$ cat config.mk
export PLATFORM = sky130hd
export DESIGN_NAME = fetch_unit
export DESIGN_NICKNAME = d
export VERILOG_FILES = /design/src/rtl/fetch_unit.sv
export SDC_FILE = /design/constraint.sdc
export NUM_CORES = 1
export LEC_CHECK = 0
export ABC_AREA = 1
export CAP_MARGIN = 15
export CELL_PAD_IN_SITES_DETAIL_PLACEMENT = 0
export CELL_PAD_IN_SITES_GLOBAL_PLACEMENT = 1
export CORE_MARGIN = 8
export CORE_UTILIZATION = 35
export CTS_BUF_LIST = sky130_fd_sc_hd__clkbuf_4
export CTS_CLUSTER_DIAMETER = 200
export DETAILED_ROUTE_END_ITERATION = 16
export DONT_BUFFER_PORTS = 1
export GPL_TIMING_DRIVEN = 0
export PLACE_DENSITY = 0.64
export SYNTH_ARGS = -nofsm -noshare
export SYNTH_HDL_FRONTEND = slang
export SYNTH_SLANG_ARGS = --single-unit
$ cat constraint.sdc
create_clock -name clk -period 10.64 [get_ports clk]
set_input_delay 2.128 -clock clk [delete_from_list [all_inputs] [get_ports clk]]
set_output_delay 2.128 -clock clk [all_outputs]
set_load 0.1 [all_outputs]
$ cat src/rtl/fetch_unit.sv
// Instruction fetch stage: owns the PC, issues in-order imem requests, buffers
// responses in a small FIFO for decode, and squashes in-flight work on redirect.
module fetch_unit #(
    parameter int unsigned     XLEN     = 32,
    parameter logic [XLEN-1:0] RESET_PC = 32'h0000_0000,
    parameter int unsigned     DEPTH    = 2
) (
    input  logic            clk,
    input  logic            rst,
    output logic            imem_req_valid,
    input  logic            imem_req_ready,
    output logic [XLEN-1:0] imem_req_addr,
    input  logic            imem_rsp_valid,
    input  logic [XLEN-1:0] imem_rsp_data,
    input  logic            redirect_valid,
    input  logic [XLEN-1:0] redirect_pc,
    output logic            id_valid,
    input  logic            id_ready,
    output logic [XLEN-1:0] id_instr,
    output logic [XLEN-1:0] id_pc,
    output logic [6:0]      id_opcode
);
    localparam int unsigned     PW      = $clog2(DEPTH);
    localparam int unsigned     CW      = PW + 1;
    localparam logic [CW:0]     DEPTH_L = (CW+1)'(DEPTH);
    localparam logic [XLEN-1:0] NOP     = XLEN'(32'h0000_0013);

    logic [XLEN-1:0] pc;
    logic [CW-1:0]   outstanding;
    logic [CW-1:0]   drop;
    logic [CW-1:0]   count;
    logic [PW-1:0]   rd_ptr;
    logic [PW-1:0]   wr_ptr;
    logic [PW-1:0]   pcq_rd;
    logic [PW-1:0]   pcq_wr;
    logic [XLEN-1:0] fifo_data [DEPTH];
    logic [XLEN-1:0] fifo_pc   [DEPTH];
    logic [XLEN-1:0] pcq       [DEPTH];

    logic          req_fire;
    logic          rsp_fire;
    logic          push;
    logic          pop;
    logic [CW-1:0] outstanding_next;

    always_comb begin
        imem_req_valid   = !rst && !redirect_valid
                           && (({1'b0, outstanding} + {1'b0, count}) < DEPTH_L);
        imem_req_addr    = pc;
        id_valid         = (count != '0);
        id_instr         = id_valid ? fifo_data[rd_ptr] : NOP;
        id_pc            = id_valid ? fifo_pc[rd_ptr] : '0;
        id_opcode        = id_instr[6:0];
        req_fire         = imem_req_valid && imem_req_ready;
        // Responses with nothing outstanding are stray and must not touch state.
        rsp_fire         = imem_rsp_valid && (outstanding != '0);
        push             = rsp_fire && (drop == '0) && !redirect_valid;
        pop              = id_valid && id_ready;
        outstanding_next = outstanding + CW'(req_fire) - CW'(rsp_fire);
    end

    always_ff @(posedge clk) begin
        if (rst) begin
            pc          <= RESET_PC;
            outstanding <= '0;
            drop        <= '0;
            count       <= '0;
            rd_ptr      <= '0;
            wr_ptr      <= '0;
            pcq_rd      <= '0;
            pcq_wr      <= '0;
        end else begin
            outstanding <= outstanding_next;
            // The PC queue tracks every in-flight fetch, stale or not, so it is
            // never flushed by redirect; dropped responses retire their entry too.
            if (rsp_fire) pcq_rd <= pcq_rd + 1'b1;
            if (req_fire) pcq_wr <= pcq_wr + 1'b1;
            if (redirect_valid) begin
                pc     <= redirect_pc;
                count  <= '0;
                rd_ptr <= '0;
                wr_ptr <= '0;
                drop   <= outstanding_next;
            end else begin
                if (req_fire) pc <= pc + XLEN'(4);
                if (rsp_fire && (drop != '0)) drop <= drop - 1'b1;
                if (push) wr_ptr <= wr_ptr + 1'b1;
                if (pop) rd_ptr <= rd_ptr + 1'b1;
                count <= count + CW'(push) - CW'(pop);
            end
        end
    end

    always_ff @(posedge clk) begin
        if (!rst && req_fire) pcq[pcq_wr] <= pc;
        if (!rst && push) begin
            fifo_data[wr_ptr] <= imem_rsp_data;
            fifo_pc[wr_ptr]   <= pcq[pcq_rd];
        end
    end
endmodule

* After elaboration in Yosys (flattened, before gate mapping) *
Memories as Yosys holds them, arrays and structs flattened. A register that Yosys moved wholly into a read port is not among the register bits.
Cells that the tools add are included.
Widths: inputs -> output; s select.

storage, ports and cells
  memory bits (writable) = 192
  bits of input ports = 70
  latch bits = 0
  memories kept = 3
  flip-flop bits (word level) = 42
  memory bits (read-only) = 0

operators by class
  divide/modulo/power cells = 0
  magnitude comparators = 1
  bitwise operators = 0
  muxes and demuxes = 16
  add/sub/neg operators = 11
  equality and inequality tests = 0
  shift-type cells = 0
  multiply operators = 0
  reduce and logical (&&, ||, !) cells = 19

memory list
  name       words  bits a word  rd ports  clocked after Yosys merged registers in  wr ports  RTL line  text
  fifo_data  2      32           1         1                                        1         36        logic [XLEN-1:0] fifo_data [DEPTH];
  fifo_pc    2      32           1         1                                        1         37        logic [XLEN-1:0] fifo_pc [DEPTH];
  pcq        2      32           1         1                                        1         38        logic [XLEN-1:0] pcq [DEPTH];

operator list
  cell                   count
  $mux 32                4
  $add 32x3->32 const B  1
  $logic_and 1x1->1      10
  $mux 1                 10
  $reduce_bool 2->1      5
  $add 1x1->1 const B    4
  $add 2x1->2            2
  $mux 2                 2
  $sub 2x1->2            2
  $add 2x2->3            1
  $lt 3x2->1 const B     1
  $logic_not 1->1        2
  $logic_not 2->1        1
  $reduce_or 2->1        1
  $sub 2x1->2 const B    1

* Depth between registers and ports, before layout *
  depth after elaboration = 7
  mapped depth = 13

* Least setup slack after synthesis *
OpenSTA, ideal clock, no wires.

  path type = input-to-reg
  start = input rst
  end = memory fifo_data[0][0], enable pin
  stages on the path = 4
  arrival time = 7056 ps
  data required time = 10075 ps
  buffers on the path = 1
  slack = 3020 ps
  library setup time = 565 ps
  cells stage by stage = buf_6 -> nor2_4 -> clkinv_1 -> nor3_1

on the way
  cells in the longest elaborated chain, start to end = 4

RTL lines
  what                          RTL line  text
  start, declared               9         input logic rst,
  $logic_not 1->1               96        if (!rst && push) begin
  $logic_and 1x1->1             96
  $mux 1                        96
  $mux 1 (not written as such)  97        fifo_data[wr_ptr] <= imem_rsp_data;
  end, declared                 36

No other way between the ends.

* Worst setup path in the final report *
  start = register count[1]
  end = output id_opcode[0]

on the way
  cells in the longest elaborated chain, start to end = 2

RTL lines
  what                    RTL line  text
  start, declared         31        logic [CW-1:0] count;
  start signal, assigned  89        count <= count + CW'(push) - CW'(pop);
  $reduce_bool 2->1       50        id_valid = (count != '0);
  named net id_valid      17        output logic id_valid,
  $mux 32                 51        id_instr = id_valid ? fifo_data[rd_ptr] : NOP;
  end, declared           21        output logic [6:0] id_opcode

The timed path passes the listed nets, and every way through them passes these cells.

==> flow_metrics.tcl <==
set metrics [dict create \
    grt_first_pass_wirelength_mm 36.9 \
    ys_async_sr_fraction 0 \
    grt_overflow_total 0 \
    sw_frac_of_total 0.305 \
    max_slew.worst_pin.slew_ns 1.25 \
    cts_tree "built" \
    syn_inst 890 \
    route.detailed.vias_per_inst 4.60 \
    cts_buffer_depth 3 \
    track_usage 0.142 \
    drv_slew 0 \
    fp-row-count 61 \
    cts_hold_repair.buffers 0 \
    share_of_total_power_in_the_clock_network 0.335 \
    setup_violations 0 \
    post-route-period-util 0.543 \
    fmax_mhz 173 \
    ir_worst_vdd_uv 70.6 \
    initial_utilization 0.357 \
    power_spent_charging_and_discharging_nets_uw 675 \
    slew_headroom 0.169 \
    post_synth.cell_area_avg_um2 11.2 \
    worst_setup_path_start_kind "flop" \
    critical_path_peak_fanout 8 \
    yosysTopAreaCell "sky130_fd_sc_hd__edfxtp_1" \
    dieWidth_um 184 \
    post_route_cells_drive_above_1_share 0.273 \
    final.setup.tns_ns 0 \
    finClkSkew_ns 0.0413 \
    timing.final.crit_period_ns 5.78 \
    synth-warning-count 0 \
    die_height_um 184 \
    maximum_number_of_pins_on_one_net_before_global_route_repair 26 \
    finished_layout_cell_area_um2 12500 \
    synth_enable_flop_cells 192 \
    cts_num_sinks 236 \
    dpl-instance-area_um2 11500 \
    internal_power_uw 1540 \
    final_nets 1089 \
    post_cts.resized_instances 0 \
    antenna_violating_nets_left 0 \
    most-common-layout-cells "257 x sky130_fd_sc_hd__nand2_1, 192 x sky130_fd_sc_hd__edfxtp_1, 81 x sky130_fd_sc_hd__clkbuf_4" \
    crit_path_top_delay_cell "sky130_fd_sc_hd__nand3_1" \
    worst_setup_path_end_kind "output port" \
    cts.clk_slew.worst_paths_ns 0.06 \
    h-tree-depth 2 \
    firstDrtPassIters 5 \
    post-synth-top-area-fraction 0.580 \
    timing.critical_path.required_ns 8.51 \
    wl_per_cell_um 17.1 \
    worstHoldPathType "flop to flop" \
    final_common_cell "sky130_fd_sc_hd__nand2_1" \
    die_area_um2 34000 \
    synth.lib_cells_used.distinct 39 \
    ys_seq_area_frac 0.669 \
    clk_root_buffer_cell "sky130_fd_sc_hd__clkbuf_4" \
    core_um2 27900 \
    power_leakage_uw 0.00454 \
    postCtsSetupBuffers 0 \
    critPathArrivalTime_ns 3.65 \
    layout-area-overhead-vs-synth_pct 26.3 \
    crit_type "flop to output port" \
    ys_ff_latch 236 \
    report.final.hold_viol_count 0 \
    detail_route.drc_violations 0 \
    area_used_by_multi_input_combinational_logic_um2 3070 \
    share_of_power_burned_in_combinational_logic 0.159 \
    worstSkewPairLatency_ns 0.68 \
    cp_cell_sequence "nor2_2 -> inv_1 -> nand3_1 -> buf_4" \
    cap_viol_max_count 0 \
    crit_path_max_incr_delay_ns 1.08 \
    rsz0062_at_grt "no" \
    vias 6615 \
    power.share.sequential 0.506 \
    globalplace.congestion 0.795 \
    ioPinCount 175 \
    synthesis.area_um2 9930 \
    dr.first_iter.drc_count 313 \
    detailedPlacementHpwl_mm 18.1 \
    antenna_found_initial 2 \
    n_fill_cell 2587 \
    layout.area.seq_um2 6650 \
    top_area_cells_in_the_synthesized_netlist "sky130_fd_sc_hd__edfxtp_1 58%, sky130_fd_sc_hd__nand2_1 9.7%, sky130_fd_sc_hd__dfxtp_1 8.9%" \
    vias_in_the_first_global_route 6446 \
    numPortBuffers 0 \
    run_status "completed" \
    power-per-cell-area_nw_per_um2 177 \
    synth-main-ff-cell "sky130_fd_sc_hd__edfxtp_1" \
    net_count_after_synthesis 967 \
    post_detailed_routing_wire_length_mm 24.7 \
    cts_buffers 61 \
]
## area by class of cell
cell class,instances,area share
well taps,378,0.0377
clock buffers,81,0.0485
plain buffers,43,0.0176
repair buffers,59,0.0895
flip-flops and latches,236,0.530
clock inverters,29,0.0118
multi-input cells,542,0.244
inverters,69,0.0206
diodes,1,0.000199
## per-stage QoR
stage | setup WS, ns | instances | hold slack [ns] | power (uW) | util
after CTS | 4.76 | 1422 | 0.455 | 2240 | 0.441
final | 4.86 | 1438 | 0.454 | 2220 | 0.450
after floorplan | 3.02 | 890 | 0.425 | 1380 | -
after global routing | 4.67 | 1438 | 0.496 | 2330 | 0.450
after detailed placement | 5.08 | 1312 | 0.445 | 1480 | 0.414
after global placement | 0.0494 | 1268 | 0.436 | 1440 | 0.374
## logic make-up (layout without fill, tap and decap cells)
| family | count (synthesis) | in the layout | synth area share |
|---|---|---|---|
| AND/OR/NAND/NOR | 365 | 365 | 0.158 |
| flip-flops | 236 | 236 | 0.669 |
| AO/OA/AOI/OAI | 125 | 125 | 0.0661 |
| buffers and inverters | 112 | 281 | 0.0482 |
| multiplexers | 32 | 32 | 0.0363 |
| XOR/XNOR | 13 | 13 | 0.0122 |
| adder cells (fa/ha/maj) | 7 | 7 | 0.00957 |
| other | 0 | 1 | 0 |
## flip-flops by register name, summed over array words and instances (netlist names), named ones only
| signal | cells |
|---|---|
| fifo_data | 64 |
| pcq | 64 |
| fifo_pc | 64 |
| pcq_rd | 1 |
| outstanding | 2 |
| drop | 2 |
| rd_ptr | 1 |
| imem_req_addr | 32 |
| count | 2 |
| wr_ptr | 1 |
| pcq_wr | 1 |
## per-layer routing
metal / part of all wire / wire, um / track usage
met2: 0.48 / 11900 / 0.234
met1: 0.41 / 10000 / 0.169
met4: 0.014 / 352 / 0.0442
met5: 0.00053 / 13 / 0
met3: 0.098 / 2420 / 0.0543
## path summary, 6_finish.rpt
| path | startpoint | endpoint | slack, ns | cells after the start |
|---|---|---|---|---|
| max reg2reg | count[1] | count[1] | 7.75 | 10 |
| min | pcq_rd | flop | 0.45 | 1 |
| min reg2reg | pcq_rd | flop | 0.45 | 1 |
| max | count[1] | id_opcode[0] | 4.86 | 4 |
## power groups by stage
stage,Sequential [uW],Clock [uW],Combinational (uW)
3_3_place_gp,1160,0,275
2_1_floorplan,1150,0,230
5_1_grt,1130,826,379
3_5_place_dp,1160,0,327
4_1_cts,1140,772,329
6_report,1120,743,352
## cells in the mapped netlist, types with 7 or more instances
cell type and n:
sky130_fd_sc_hd__a21oi_1 86, sky130_fd_sc_hd__a31oi_1 8, sky130_fd_sc_hd__buf_2 8, sky130_fd_sc_hd__buf_4 9, sky130_fd_sc_hd__clkbuf_1 18, sky130_fd_sc_hd__dfxtp_1 44, sky130_fd_sc_hd__edfxtp_1 192, sky130_fd_sc_hd__inv_1 63
sky130_fd_sc_hd__mux2_2 31, sky130_fd_sc_hd__nand2_1 257, sky130_fd_sc_hd__nand3_1 35, sky130_fd_sc_hd__nor2_1 37, sky130_fd_sc_hd__nor2_4 8, sky130_fd_sc_hd__o21ai_0 22, sky130_fd_sc_hd__xor2_1 7
## worst max-delay path: cells and delay by family, from the launching register on
| family | cells | cell delay, ns |
|---|---|---|
| simple gates | 2 | 1.23 |
| buf+inv | 2 | 1.32 |
| flops | 1 | 0.41 |
No activity file was read; power rests on OpenSTA's default activity.
